===== config.mk =====
export PLATFORM = sky130hd
export DESIGN_NAME = multicycle_control_flat
export DESIGN_NICKNAME = d
export VERILOG_FILES = /design/src/rtl/multicycle_control_pkg.sv /design/src/rtl/multicycle_control_if.sv /design/src/rtl/multicycle_control_alu_op_decode.sv /design/src/rtl/multicycle_control.sv /design/src/flat_wrapper.sv
export SDC_FILE = /design/constraint.sdc
export NUM_CORES = 1
export LEC_CHECK = 0
export ABC_AREA = 1
export BUFFER_PORTS_ARGS = -buffer_cell sky130_fd_sc_hd__buf_4
export CAP_MARGIN = 20
export CORE_MARGIN = 8
export CORE_UTILIZATION = 50
export DETAILED_ROUTE_END_ITERATION = 6
export PLACE_DENSITY = 0.91
export SETUP_SLACK_MARGIN = 0.15
export SLEW_MARGIN = 20
export SYNTH_ARGS = -nofsm -noshare
export SYNTH_HDL_FRONTEND = slang
export SYNTH_HIERARCHICAL = 1
export SYNTH_SLANG_ARGS = --single-unit
export TNS_END_PERCENT = 10

===== constraint.sdc =====
create_clock -name clk -period 2.1 [get_ports clk]
set_input_delay 0 -clock clk [delete_from_list [all_inputs] [get_ports clk]]
set_output_delay 0 -clock clk [all_outputs]
set_load 0.02 [all_outputs]

===== src/rtl/multicycle_control_pkg.sv =====
// Shared definitions for the RV32I multi-cycle controller: opcodes, ALU ops,
// FSM states, instruction classes and datapath mux select encodings.
package multicycle_control_pkg;

  localparam logic [6:0] OPC_OP_IMM = 7'b0010011;
  localparam logic [6:0] OPC_OP     = 7'b0110011;
  localparam logic [6:0] OPC_LOAD   = 7'b0000011;
  localparam logic [6:0] OPC_STORE  = 7'b0100011;
  localparam logic [6:0] OPC_BRANCH = 7'b1100011;
  localparam logic [6:0] OPC_JAL    = 7'b1101111;

  localparam logic [2:0] F3_BEQ  = 3'b000;
  localparam logic [2:0] F3_BNE  = 3'b001;
  localparam logic [2:0] F3_WORD = 3'b010;

  localparam logic [1:0] SRC_A_PC   = 2'd0;
  localparam logic [1:0] SRC_A_RS1  = 2'd1;
  localparam logic [1:0] SRC_A_ZERO = 2'd2;

  localparam logic [1:0] SRC_B_RS2  = 2'd0;
  localparam logic [1:0] SRC_B_IMM  = 2'd1;
  localparam logic [1:0] SRC_B_FOUR = 2'd2;

  localparam logic [1:0] WB_ALU = 2'd0;
  localparam logic [1:0] WB_MEM = 2'd1;
  localparam logic [1:0] WB_PC4 = 2'd2;

  typedef enum logic [2:0] {
    ALU_ADD = 3'd0,
    ALU_SUB = 3'd1,
    ALU_AND = 3'd2,
    ALU_OR  = 3'd3,
    ALU_XOR = 3'd4,
    ALU_SLT = 3'd5,
    ALU_SLL = 3'd6,
    ALU_SRL = 3'd7
  } alu_op_e;

  typedef enum logic [3:0] {
    ST_FETCH,
    ST_DECODE,
    ST_EXEC,
    ST_MEMADDR,
    ST_MEMRD,
    ST_MEMWR,
    ST_WB,
    ST_BRANCH,
    ST_JAL,
    ST_TRAP
  } state_e;

  typedef enum logic [2:0] {
    CLS_NONE,
    CLS_OP_IMM,
    CLS_OP,
    CLS_LOAD,
    CLS_STORE,
    CLS_BRANCH,
    CLS_JAL
  } instr_class_e;

  function automatic instr_class_e classify(input logic [6:0] opcode);
    instr_class_e cls;
    case (opcode)
      OPC_OP_IMM: cls = CLS_OP_IMM;
      OPC_OP:     cls = CLS_OP;
      OPC_LOAD:   cls = CLS_LOAD;
      OPC_STORE:  cls = CLS_STORE;
      OPC_BRANCH: cls = CLS_BRANCH;
      OPC_JAL:    cls = CLS_JAL;
      default:    cls = CLS_NONE;
    endcase
    return cls;
  endfunction

endpackage


===== src/rtl/multicycle_control_if.sv =====
// Controller <-> datapath/memory bundle; the controller is the master.
interface multicycle_control_if #(
  parameter int ALU_OP_W = 3
);

  logic [31:0]         instr;
  logic                alu_zero;
  logic                mem_ready;
  logic                mem_req;
  logic                mem_we;
  logic                addr_sel;
  logic                ir_write;
  logic                pc_write;
  logic                pc_src;
  logic [1:0]          alu_src_a;
  logic [1:0]          alu_src_b;
  logic [ALU_OP_W-1:0] alu_opcode;
  logic                reg_write;
  logic [1:0]          wb_sel;
  logic                illegal;

  modport master (
    input  instr, alu_zero, mem_ready,
    output mem_req, mem_we, addr_sel, ir_write, pc_write, pc_src,
           alu_src_a, alu_src_b, alu_opcode, reg_write, wb_sel, illegal
  );

  modport slave (
    output instr, alu_zero, mem_ready,
    input  mem_req, mem_we, addr_sel, ir_write, pc_write, pc_src,
           alu_src_a, alu_src_b, alu_opcode, reg_write, wb_sel, illegal
  );

endinterface


===== src/rtl/multicycle_control_alu_op_decode.sv =====
// Combinational ALU operation decode for OP / OP-IMM instructions in EXEC.
module multicycle_control_alu_op_decode
  import multicycle_control_pkg::*;
(
  input  instr_class_e i_class,
  input  logic [2:0]   i_funct3,
  input  logic         i_funct7_5,
  output alu_op_e      o_alu_op,
  output logic         o_illegal
);

  // funct7[5] selects SUB only for register-register ops; OP-IMM has no SUBI
  always_comb begin
    o_alu_op  = ALU_ADD;
    o_illegal = 1'b0;
    if ((i_class != CLS_OP_IMM) && (i_class != CLS_OP)) begin
      o_illegal = 1'b1;
    end else begin
      case (i_funct3)
        3'b000:  o_alu_op = ((i_class == CLS_OP) && i_funct7_5) ? ALU_SUB : ALU_ADD;
        3'b111:  o_alu_op = ALU_AND;
        3'b110:  o_alu_op = ALU_OR;
        3'b100:  o_alu_op = ALU_XOR;
        3'b010:  o_alu_op = ALU_SLT;
        3'b001:  o_alu_op = ALU_SLL;
        3'b101:  o_alu_op = ALU_SRL;
        default: o_illegal = 1'b1;
      endcase
    end
  end

endmodule


===== src/rtl/multicycle_control.sv =====
// Multi-cycle RV32I control FSM: fetch/decode/execute/memory/writeback
// sequencing over a shared ALU and a single req/ready memory port.
module multicycle_control
  import multicycle_control_pkg::*;
#(
  parameter int ALU_OP_W    = 3,
  parameter int MEM_TIMEOUT = 255
) (
  input  logic                 clk,
  input  logic                 reset,
  multicycle_control_if.master bus
);

  localparam logic [7:0] TIMEOUT_LIMIT = 8'(MEM_TIMEOUT);

  state_e       r_state;
  state_e       w_next_state;
  instr_class_e r_class;
  instr_class_e w_dec_class;
  logic [2:0]   r_funct3;
  logic         r_funct7_5;
  logic [7:0]   r_timeout;
  logic [7:0]   w_timeout_inc;
  logic [7:0]   w_timeout_next;
  logic         w_mem_state;
  logic         w_waiting;
  logic         w_timed_out;
  alu_op_e      w_exec_op;
  logic         w_exec_illegal;

  logic         w_mem_req;
  logic         w_mem_we;
  logic         w_addr_sel;
  logic         w_ir_write;
  logic         w_pc_write;
  logic         w_pc_src;
  logic [1:0]   w_src_a;
  logic [1:0]   w_src_b;
  alu_op_e      w_alu_op;
  logic         w_reg_write;
  logic [1:0]   w_wb_sel;
  logic         w_illegal;

  assign w_dec_class = classify(bus.instr[6:0]);

  multicycle_control_alu_op_decode u_alu_op_decode (
    .i_class    (r_class),
    .i_funct3   (r_funct3),
    .i_funct7_5 (r_funct7_5),
    .o_alu_op   (w_exec_op),
    .o_illegal  (w_exec_illegal)
  );

  always_ff @(posedge clk or posedge reset) begin
    if (reset) begin
      r_state <= ST_FETCH;
    end else begin
      r_state <= w_next_state;
    end
  end

  // Fields are captured in DECODE so later states do not depend on the IR
  always_ff @(posedge clk or posedge reset) begin
    if (reset) begin
      r_class    <= CLS_NONE;
      r_funct3   <= 3'd0;
      r_funct7_5 <= 1'b0;
    end else if (r_state == ST_DECODE) begin
      r_class    <= w_dec_class;
      r_funct3   <= bus.instr[14:12];
      r_funct7_5 <= bus.instr[30];
    end
  end

  always_ff @(posedge clk or posedge reset) begin
    if (reset) begin
      r_timeout <= 8'd0;
    end else begin
      r_timeout <= w_timeout_next;
    end
  end

  // The counter only survives while a request keeps waiting in the same state
  always_comb begin
    w_mem_state    = (r_state == ST_FETCH) || (r_state == ST_MEMRD) || (r_state == ST_MEMWR);
    w_waiting      = w_mem_state && !bus.mem_ready;
    w_timeout_inc  = r_timeout + 8'd1;
    w_timed_out    = w_waiting && (w_timeout_inc == TIMEOUT_LIMIT);
    w_timeout_next = (w_waiting && !w_timed_out) ? w_timeout_inc : 8'd0;
  end

  always_comb begin
    w_next_state = r_state;
    w_mem_req    = 1'b0;
    w_mem_we     = 1'b0;
    w_addr_sel   = 1'b0;
    w_ir_write   = 1'b0;
    w_pc_write   = 1'b0;
    w_pc_src     = 1'b0;
    w_src_a      = SRC_A_PC;
    w_src_b      = SRC_B_RS2;
    w_alu_op     = ALU_ADD;
    w_reg_write  = 1'b0;
    w_wb_sel     = WB_ALU;
    w_illegal    = 1'b0;

    case (r_state)
      ST_FETCH: begin
        w_mem_req = 1'b1;
        w_src_a   = SRC_A_PC;
        w_src_b   = SRC_B_FOUR;
        if (bus.mem_ready) begin
          w_ir_write   = 1'b1;
          w_pc_write   = 1'b1;
          w_next_state = ST_DECODE;
        end else if (w_timed_out) begin
          w_next_state = ST_TRAP;
        end
      end

      ST_DECODE: begin
        w_src_a = SRC_A_PC;
        w_src_b = SRC_B_IMM;
        case (w_dec_class)
          CLS_OP_IMM, CLS_OP:  w_next_state = ST_EXEC;
          CLS_LOAD, CLS_STORE: w_next_state = ST_MEMADDR;
          CLS_BRANCH:          w_next_state = ST_BRANCH;
          CLS_JAL:             w_next_state = ST_JAL;
          default:             w_next_state = ST_TRAP;
        endcase
      end

      ST_EXEC: begin
        w_src_a      = SRC_A_RS1;
        w_src_b      = (r_class == CLS_OP) ? SRC_B_RS2 : SRC_B_IMM;
        w_alu_op     = w_exec_op;
        w_next_state = w_exec_illegal ? ST_TRAP : ST_WB;
      end

      ST_MEMADDR: begin
        w_src_a = SRC_A_RS1;
        w_src_b = SRC_B_IMM;
        if (r_funct3 != F3_WORD) begin
          w_next_state = ST_TRAP;
        end else if (r_class == CLS_LOAD) begin
          w_next_state = ST_MEMRD;
        end else begin
          w_next_state = ST_MEMWR;
        end
      end

      ST_MEMRD: begin
        w_mem_req  = 1'b1;
        w_addr_sel = 1'b1;
        if (bus.mem_ready) begin
          w_next_state = ST_WB;
        end else if (w_timed_out) begin
          w_next_state = ST_TRAP;
        end
      end

      ST_MEMWR: begin
        w_mem_req  = 1'b1;
        w_mem_we   = 1'b1;
        w_addr_sel = 1'b1;
        if (bus.mem_ready) begin
          w_next_state = ST_FETCH;
        end else if (w_timed_out) begin
          w_next_state = ST_TRAP;
        end
      end

      ST_WB: begin
        w_reg_write  = 1'b1;
        w_wb_sel     = (r_class == CLS_LOAD) ? WB_MEM : WB_ALU;
        w_next_state = ST_FETCH;
      end

      // Comparison is rs1 - rs2; the target was already computed in DECODE
      ST_BRANCH: begin
        w_src_a  = SRC_A_RS1;
        w_src_b  = SRC_B_RS2;
        w_alu_op = ALU_SUB;
        case (r_funct3)
          F3_BEQ: begin
            w_pc_src     = 1'b1;
            w_pc_write   = bus.alu_zero;
            w_next_state = ST_FETCH;
          end
          F3_BNE: begin
            w_pc_src     = 1'b1;
            w_pc_write   = !bus.alu_zero;
            w_next_state = ST_FETCH;
          end
          default: w_next_state = ST_TRAP;
        endcase
      end

      ST_JAL: begin
        w_pc_write   = 1'b1;
        w_pc_src     = 1'b1;
        w_reg_write  = 1'b1;
        w_wb_sel     = WB_PC4;
        w_next_state = ST_FETCH;
      end

      ST_TRAP: begin
        w_illegal = 1'b1;
      end

      default: begin
        w_next_state = ST_TRAP;
      end
    endcase
  end

  // Reset forces every output low immediately, even mid-handshake
  assign bus.mem_req    = w_mem_req   & ~reset;
  assign bus.mem_we     = w_mem_we    & ~reset;
  assign bus.addr_sel   = w_addr_sel  & ~reset;
  assign bus.ir_write   = w_ir_write  & ~reset;
  assign bus.pc_write   = w_pc_write  & ~reset;
  assign bus.pc_src     = w_pc_src    & ~reset;
  assign bus.alu_src_a  = reset ? 2'd0 : w_src_a;
  assign bus.alu_src_b  = reset ? 2'd0 : w_src_b;
  assign bus.alu_opcode = reset ? '0 : ALU_OP_W'(w_alu_op);
  assign bus.reg_write  = w_reg_write & ~reset;
  assign bus.wb_sel     = reset ? 2'd0 : w_wb_sel;
  assign bus.illegal    = w_illegal   & ~reset;

endmodule


===== src/flat_wrapper.sv =====
// flat-port wrapper written by rule: the top's interface ports become plain ports
module multicycle_control_flat import multicycle_control_pkg::*;
#(
  parameter int ALU_OP_W    = 3,
  parameter int MEM_TIMEOUT = 255
)
  (clk, reset, bus_instr, bus_alu_zero, bus_mem_ready, bus_mem_req, bus_mem_we, bus_addr_sel, bus_ir_write, bus_pc_write, bus_pc_src, bus_alu_src_a, bus_alu_src_b, bus_alu_opcode, bus_reg_write, bus_wb_sel, bus_illegal);
  multicycle_control_if #(.ALU_OP_W(ALU_OP_W)) bus_i ();
  input  logic clk;
  input  logic reset;
  input wire logic [$bits(bus_i.instr)-1:0] bus_instr;
  input wire logic [$bits(bus_i.alu_zero)-1:0] bus_alu_zero;
  input wire logic [$bits(bus_i.mem_ready)-1:0] bus_mem_ready;
  output wire logic [$bits(bus_i.mem_req)-1:0] bus_mem_req;
  output wire logic [$bits(bus_i.mem_we)-1:0] bus_mem_we;
  output wire logic [$bits(bus_i.addr_sel)-1:0] bus_addr_sel;
  output wire logic [$bits(bus_i.ir_write)-1:0] bus_ir_write;
  output wire logic [$bits(bus_i.pc_write)-1:0] bus_pc_write;
  output wire logic [$bits(bus_i.pc_src)-1:0] bus_pc_src;
  output wire logic [$bits(bus_i.alu_src_a)-1:0] bus_alu_src_a;
  output wire logic [$bits(bus_i.alu_src_b)-1:0] bus_alu_src_b;
  output wire logic [$bits(bus_i.alu_opcode)-1:0] bus_alu_opcode;
  output wire logic [$bits(bus_i.reg_write)-1:0] bus_reg_write;
  output wire logic [$bits(bus_i.wb_sel)-1:0] bus_wb_sel;
  output wire logic [$bits(bus_i.illegal)-1:0] bus_illegal;
  assign bus_i.instr = bus_instr;
  assign bus_i.alu_zero = bus_alu_zero;
  assign bus_i.mem_ready = bus_mem_ready;
  assign bus_mem_req = bus_i.mem_req;
  assign bus_mem_we = bus_i.mem_we;
  assign bus_addr_sel = bus_i.addr_sel;
  assign bus_ir_write = bus_i.ir_write;
  assign bus_pc_write = bus_i.pc_write;
  assign bus_pc_src = bus_i.pc_src;
  assign bus_alu_src_a = bus_i.alu_src_a;
  assign bus_alu_src_b = bus_i.alu_src_b;
  assign bus_alu_opcode = bus_i.alu_opcode;
  assign bus_reg_write = bus_i.reg_write;
  assign bus_wb_sel = bus_i.wb_sel;
  assign bus_illegal = bus_i.illegal;
  multicycle_control #(.ALU_OP_W(ALU_OP_W), .MEM_TIMEOUT(MEM_TIMEOUT)) u_core (.clk(clk), .reset(reset), .bus(bus_i));
endmodule

==> PnR_summary.wiki, run 1 <==
{| class="wikitable"
! Metric !! Value
|-
| Part of the Yosys area used for sequential elements || 0.322
|-
| Hold Startpoint || bus_mem_ready
|-
| Final GP Congestion || 0.932
|-
| Inserted Clock Buffers || 3
|-
| Ys flop type || dfrtp_1
|-
| Met3 usage || 0.0226
|-
| Most frequent standard cell in the layout excluding fill and tap cells || nand2_1
|-
| Final setup fails || 0
|-
| Combinational family with the most area after synthesis || simple AND/OR/NAND/NOR gates
|-
| Fraction of layout cells with a size suffix above 1 || 0.243
|-
| EDFF count, synth || 0
|-
| Final cell count without fillers || 298
|-
| Share of the synthesized area in the top cell type || 0.322
|-
| Number of distinct library cells after synthesis || 30
|-
| Transition time at the pin with the least slew margin || 0.488 ns
|-
| Total I/O pin count || 53
|-
| Least setup slack across all paths after layout || 0.336 ns
|-
| Complex-gate fraction of the synthesized area || 0.104
|-
| Mux contribution to synthesized area || 0
|-
| Filler Cells Inserted || 247
|-
| Top cell type by total area after synthesis || dfrtp_1
|-
| GRT met1 Usage || 0.175
|-
| Initial antenna violation count || 0
|-
| R2r endpoint || u_core/r_state[2]$_DFFE_PP0P_
|-
| Insertion delay to the later sink of the worst-skew pair || 0.29 ns
|-
| Endpoints failing hold || 0
|-
| Launching element type of the critical path || flip-flop
|-
| Iteration-0 DRC count of the detailed router || 152
|-
| CP Max Fanout || 7
|-
| Worst hold-check path type || in2reg
|-
| Number of H-tree levels || 1
|-
| Largest net degree at the start of global routing || 20
|-
| Worst reg2reg setup slack || 0.47 ns
|-
| Via count || 1564
|-
| Commonest non-fill, non-tap cells in the layout || nand2_1 (59), buf_4 (36), inv_1 (33)
|-
| Vias in the first global route || 1443
|-
| GRT overflow || 0
|-
| Routed wire length || 3550 um
|-
| Synthesized-area fraction occupied by xor and xnor cells || 0.0119
|-
| Worst setup path start || u_core/r_state[0]$_DFFE_PP0P_
|-
| Adder-cell area share of the yosys netlist || 0.0169
|-
| Dominant cells by area after synthesis || dfrtp_1 (32%), nand2_1 (15%), inv_1 (8.4%)
|-
| Number of nets in the finished design || 306
|-
| Area growth, synth to finish || 24.5%
|-
| Worst setup skew after layout || 0.00671 ns
|-
| Ratio of total power to cell area || 328 mW/mm^2
|-
| Number of buffers between clock root and the deepest sink || 2
|-
| Sink Count || 19
|-
| Net switching power figure || 0.135 mW
|-
| Detail Route Antenna Nets || 0
|-
| Critical path required time || 2.10 ns
|-
| Starting density of the core || 0.531
|-
| Remaining max-slew budget at the tightest pin || 0.666
|-
| Number of cells in the design after placement || 284
|-
| Total routing usage reported by global routing || 0.140
|-
| Outcome || completed
|-
| Power share of the combinational group || 0.095
|-
| IR Drop Worst-Case VDD || 0.000259 V
|-
| Power Total || 0.603 mW
|-
| Simple-gate portion of the synthesized area || 0.427
|-
| CTS tree || done
|-
| Synthesized netlist net count || 264
|-
| Vias per std cell || 5.25
|-
| Post-DP HPWL || 2710 um
|-
| Unrepaired setup endpoints after global routing || false
|-
| Crit share post-route || 0.840
|-
| Count of synthesis-stage warnings from yosys || 6
|-
| Reg-to-reg critical path startpoint || u_core/r_timeout[0]$_DFF_PP0_
|-
| Port buffer count || 30
|-
| First-pass iteration count of the detailed router || 4
|-
| Total core area || 0.00278 mm^2
|-
| Worst reg2reg path depth || 11
|-
| Number of pins with negative max-slew slack in the final report || 0
|-
| Flop and latch count out of synthesis || 19
|-
| Wirelength per Cell || 11.9 um
|-
| Root cell of the clock tree || clkbuf_4
|-
| Worst setup path class || reg2out
|-
| Average cell area after synthesis || 6.53 um^2
|-
| Switching share of power || 0.224
|-
| Busiest metal layer after global routing || met2
|-
| Core utilization of the finished layout || 0.661
|-
| Number of DRC violations after detailed routing || 0
|-
| Overall die area || 0.00495 mm^2
|-
| Period minus WS final || 1.76 ns
|-
| DIE WIDTH || 70.3 um
|-
| Pre-CTS setup slack || 0.486 ns
|-
| Static Leak || 0.924 nW
|-
| WP data arrival || 1.76 ns
|-
| Number of max-cap violations || 0
|-
| Number of diodes || 0
|-
| Met2 Resource Use GR || 0.231
|-
| Element type at the critical path end || output port
|-
| Cell internal power dissipation || 0.468 mW
|-
| Global-route wire length before repair || 6020 um
|-
| Placement Rows || 19
|-
| Vertical die dimension || 70.3 um
|-
| Number of instances in the synthesized netlist || 226
|-
| Async set or reset register ratio after synthesis || 1.00
|-
| Sequential share of power || 0.606
|-
| Combined area of all synthesized cells || 0.00148 mm^2
|-
| Fmax || 0.567 GHz
|-
| Capture point of the worst path || bus_alu_src_b[0]
|-
| Accumulated negative setup slack || 0 ns
|-
| Clk network pwr share || 0.298
|-
| Clock-pin transition on the worst setup and hold timing paths || 0.10 ns
|}
==> layer usage <==
layer,share of wire,routed length [um]
met2,0.47,1650
met3,0.072,257
met5,0,0
met1,0.44,1570
met4,0.020,71
==> timing repair <==
item	in CTS	in global routing
gates resized for setup	0	0
endpoints found under the hold margin	23	0
setup buffers	0	5
setup endpoints to repair	0	1
hold buffers	5	0
==> synth_stat cells, types with 3 or more instances <==
cell      number
nor2_2         6
nand4_1        3
a31oi_1        5
a21oi_1        4
nor2_4         4
nand3_1       17
nand2_1       59
nor4_1         3
nand2_2        4
o211ai_1       3
dfrtp_1       19
inv_2          6
nor2_1        32
inv_1         33
o21ai_0        6
==> registers in the layout, summed over array words and instances (netlist names) <==
register,count
u_core/r_timeout,8
u_core/r_state,4
u_core/r_class,3
u_core/r_funct3,3
u_core/r_funct7_5,1
==> area by class of cell <==
class                   instances  area (um^2)  share of cell area
inverters                      39          146              0.0796
multi-input cells             164          831               0.452
repair buffers                 41          320               0.174
well taps                      31         38.8              0.0211
clock buffers                   4         26.3              0.0143
flip-flops and latches         19          475               0.259
==> worst max-delay path, cell delays in order (launching register included) <==
cell and delay [ns]:
dfrtp_1 0.47, inv_2 0.10, nor2_1 0.09, inv_1 0.08, nor2_4 0.19, inv_1 0.14
a31oi_1 0.22, buf_4 0.17
==> worst min path at each step <==
| stage | endpoint | slack [ns] | cells past startpoint |
|---|---|---|---|
| after detailed placement | u_core/r_state[3]$_DFFE_PP0P_ | 0.18 | 3 |
| after floorplan | u_core/r_class[0]$_DFFE_PP0P_ | -0.03 | 1 |
| after global placement | u_core/r_funct3[0]$_DFFE_PP0P_ | 0.17 | 3 |
| final | u_core/r_timeout[7]$_DFF_PP0_ | 0.005 | 4 |
| after global routing | u_core/r_state[1]$_DFFE_PP0P_ | 0.01 | 3 |
| after CTS | u_core/r_class[0]$_DFFE_PP0P_ | 0.0007 | 4 |
==> through the flow <==
step	hold slack (ns)	instance area (um^2)
6_report	0.00524	1840
5_1_grt	0.0139	1840
4_1_cts	0.000694	1800
3_5_place_dp	0.175	1720
3_3_place_gp	0.168	1720
2_1_floorplan	-0.0319	1480
==> cell families after synthesis <==
family | Yosys count
DFF | 19
and+or+nand+nor | 135
adders and majority gates | 2
AOI/OAI and AO/OA | 24
xor gates and xnor gates | 2
buffers and inverters | 43
other | 1
==> power by group through the flow <==
| stage | combinational, mW | clock [mW] | sequential [mW] |
|---|---|---|---|
| 6_report | 0.0574 | 0.180 | 0.366 |
| 2_1_floorplan | 0.0209 | 0 | 0.373 |
| 3_3_place_gp | 0.0490 | 0 | 0.373 |
| 4_1_cts | 0.0576 | 0.188 | 0.366 |
| 5_1_grt | 0.0641 | 0.201 | 0.366 |
| 3_5_place_dp | 0.0503 | 0 | 0.373 |
Power figures use the tool's default switching activity.
==> inputs of run 2 (changes only) <==
--- a/config.mk
+++ b/config.mk
@@ -9,9 +9,9 @@
 export BUFFER_PORTS_ARGS = -buffer_cell sky130_fd_sc_hd__buf_4
 export CAP_MARGIN = 20
 export CORE_MARGIN = 8
-export CORE_UTILIZATION = 50
+export CORE_UTILIZATION = 45
 export DETAILED_ROUTE_END_ITERATION = 6
-export PLACE_DENSITY = 0.91
+export PLACE_DENSITY = 0.87
 export SETUP_SLACK_MARGIN = 0.15
 export SLEW_MARGIN = 20
 export SYNTH_ARGS = -nofsm -noshare
==> constraint.sdc (replaced) <==
create_clock -name clk -period 1.5 [get_ports clk]
set_input_delay 0 -clock clk [delete_from_list [all_inputs] [get_ports clk]]
set_output_delay 0 -clock clk [all_outputs]
set_load 0.02 [all_outputs]
==> run 2 against run 1 <==
The run now ends with negative setup slack left. Worst setup slack worse by 0.44 ns. Combinational power up 50%. Clock power up 48%. First-iteration DRC count down 38%. Utilization down 0.77 points. Die area up 8.5%.
==> PnR_summary.wiki, run 2 (same netlist as run 1, synthesis figures left out) <==
{| class="wikitable"
! Metric !! Value
|-
| Number of diodes || 0 (unchanged)
|-
| Min Hold Slack || 0.00692 ns (+0.00168 ns)
|-
| Final setup fails || 17 (+17)
|-
| Unrepaired setup endpoints after global routing || true
|-
| Clock-pin transition on the worst setup and hold timing paths || 0.11 ns (about the same)
|-
| Routed wire length || 4010 um (+13%)
|-
| Port buffer count || 30 (unchanged)
|-
| Total core area || 0.00323 mm^2 (+16%)
|-
| Pre-CTS setup slack || -0.0323 ns (-0.518 ns)
|-
| Final GP Congestion || 0.831 (-11%)
|-
| Overall die area || 0.00537 mm^2 (+8.5%)
|-
| Area growth, synth to finish || 43.0%
|-
| Accumulated negative setup slack || -0.936 ns (-0.936 ns)
|-
| Detail Route Antenna Nets || 0 (unchanged)
|-
| Iteration-0 DRC count of the detailed router || 94 (-38%)
|-
| Critical path required time || 1.50 ns (-0.60 ns)
|-
| GRT overflow || 0 (unchanged)
|-
| Post-DP HPWL || 2890 um (+6.7%)
|-
| Crit share post-route || 1.07
|-
| Remaining max-slew budget at the tightest pin || 0.589 (-0.0774)
|-
| Number of cells in the design after placement || 305 (+7.4%)
|-
| Via count || 1627 (+4.0%)
|-
| Number of nets in the finished design || 321 (+4.9%)
|-
| Period minus WS final || 1.60 ns
|-
| Placed cell area || 0.00180 mm^2 (+4.3%)
|-
| Number of DRC violations after detailed routing || 0 (unchanged)
|-
| Vias in the first global route || 1545 (+7.1%)
|-
| Top Registers || u_core/r_timeout x8, u_core/r_state x4
|-
| WP data arrival || 1.60 ns (-0.16 ns)
|-
| Endpoints failing hold || 0 (unchanged)
|-
| Vertical die dimension || 73.3 um (+4.2%)
|-
| Number of flip-flops in the largest register || 8 (unchanged)
|-
| Element type at the critical path end || output port
|-
| Violations in the final reports || negative setup slack
|-
| Insertion delay to the later sink of the worst-skew pair || 0.29 ns (about the same)
|-
| Total I/O pin count || 53 (unchanged)
|-
| Launching element type of the critical path || flip-flop
|-
| Worst setup skew after layout || 0.00309 ns (-0.00363 ns)
|-
| Core utilization of the finished layout || 0.653 (-0.00770)
|-
| Number of max-cap violations || 0 (unchanged)
|-
| Fraction of layout cells with a size suffix above 1 || 0.394 (+0.150)
|-
| Worst reg2reg path depth || 11 (unchanged)
|-
| Register with the highest flop count || u_core/r_timeout
|-
| Sink Count || 19 (unchanged)
|-
| Fmax || 0.625 GHz
|-
| Number of H-tree levels || 1 (unchanged)
|-
| Starting density of the core || 0.457 (-0.0740)
|-
| Largest net degree at the start of global routing || 20 (unchanged)
|-
| First-pass iteration count of the detailed router || 4 (unchanged)
|-
| Ratio of total power to cell area || 409 mW/mm^2 (+25%)
|-
| Placement Rows || 21 (+2)
|-
| CP Max Fanout || 5 (-2)
|-
| Worst setup path class || reg2out
|-
| Global-route wire length before repair || 6530 um (+8.5%)
|-
| Root cell of the clock tree || clkbuf_4
|-
| Static Leak || 1.01 nW (+9.3%)
|-
| Outcome || finished, violations left
|-
| Vias per std cell || 4.96 (-5.5%)
|-
| Post-route cell area || 0.00211 mm^2 (+15%)
|-
| Initial antenna violation count || 0 (unchanged)
|-
| Most frequent standard cell in the layout excluding fill and tap cells || nand2_1
|-
| CTS tree || done
|-
| Number of cells on the worst hold path || 4 (unchanged)
|-
| Worst hold-check path type || in2reg
|-
| Wirelength per Cell || 12.2 um (+2.5%)
|-
| Number of pins with negative max-slew slack in the final report || 0 (unchanged)
|-
| Transition time at the pin with the least slew margin || 0.601 ns (+0.113 ns)
|-
| Final cell count without fillers || 328 (+10%)
|-
| Number of buffers between clock root and the deepest sink || 2 (unchanged)
|-
| Inserted Clock Buffers || 3 (unchanged)
|-
| IR Drop Worst-Case VDD || 0.000360 V (+39%)
|-
| Total routing usage reported by global routing || 0.149 (+0.00954)
|-
| Least setup slack across all paths after layout || -0.0996 ns (-0.435 ns)
|-
| Commonest non-fill, non-tap cells in the layout || nand2_1 (52), buf_4 (46), nor2_1 (27)
|-
| Power Total || 0.864 mW (+43%)
|-
| DIE WIDTH || 73.3 um (+4.2%)
|}
[run 2: changes by cell type in the layout (fill, tap and decap cells not counted), moves of 6 or more]
cell | previous run | this run
nand2_1 | 59 | 52
nand2_2 | 4 | 10
inv_1 | 33 | 26
buf_4 | 36 | 46
[run 2: timing repair]
action,4_1_cts,5_1_grt
resized for setup,23,22
endpoints found under the setup margin,26,31
setup buffers,6,6
pin swaps,14,13
endpoints found under the hold margin,24,1
hold buffers,6,1
[run 2: path summary, 6_finish.rpt]
| path | slack (ns) | start | to |
|---|---|---|---|
| worst max-delay path | -0.1 | u_core/r_state[2]$_DFFE_PP0P_ | bus_pc_write |
| worst min-delay path | 0.007 | bus_instr[5] | u_core/r_class[0]$_DFFE_PP0P_ |
| worst max register to register | -0.07 | u_core/r_state[2]$_DFFE_PP0P_ | u_core/r_timeout[6]$_DFF_PP0_ |
| worst min register to register | 0.48 | u_core/r_funct7_5$_DFFE_PP0P_ | u_core/r_funct7_5$_DFFE_PP0P_ |
| max in group asynchronous | 0.84 | reset | u_core/r_funct3[1]$_DFFE_PP0P_ |
| min in group asynchronous | 0.44 | reset | u_core/r_state[2]$_DFFE_PP0P_ |
[run 2: report_power, final]
part	internal [mW]	leakage (nW)	total, mW	switching, mW
Sequential	0.512	0.214	0.512	0
Combinational	0.0433	0.780	0.0862	0.0429
Clock	0.103	0.0150	0.266	0.162
Total	0.658	1.01	0.864	0.205
[run 2: final cells by class]
type / instances / area [um^2]
fillers: 266 / 1120
flip-flops and latches: 19 / 482
inverters: 39 / 154
well taps: 46 / 57.6
multi-input cells: 164 / 942
clock buffers: 4 / 26.3
repair buffers: 56 / 449
[run 2: worst max-delay path: stages (launching register included)]
cell and delay, ns:
dfrtp_2 0.45, buf_4 0.14, inv_4 0.04, nor2_4 0.12
nand2_1 0.09, o41ai_2 0.27, buf_4 0.19
[run 2: layer usage]
| layer | GRT usage | vias up | wire length (um) |
|---|---|---|---|
| li1 | - | 829 | - |
| met1 | 0.162 | 748 | 1710 |
| met2 | 0.282 | 44 | 2080 |
| met3 | 0.0191 | 6 | 144 |
| met4 | 0.0600 | 0 | 70 |
| met5 | 0 | - | 0 |
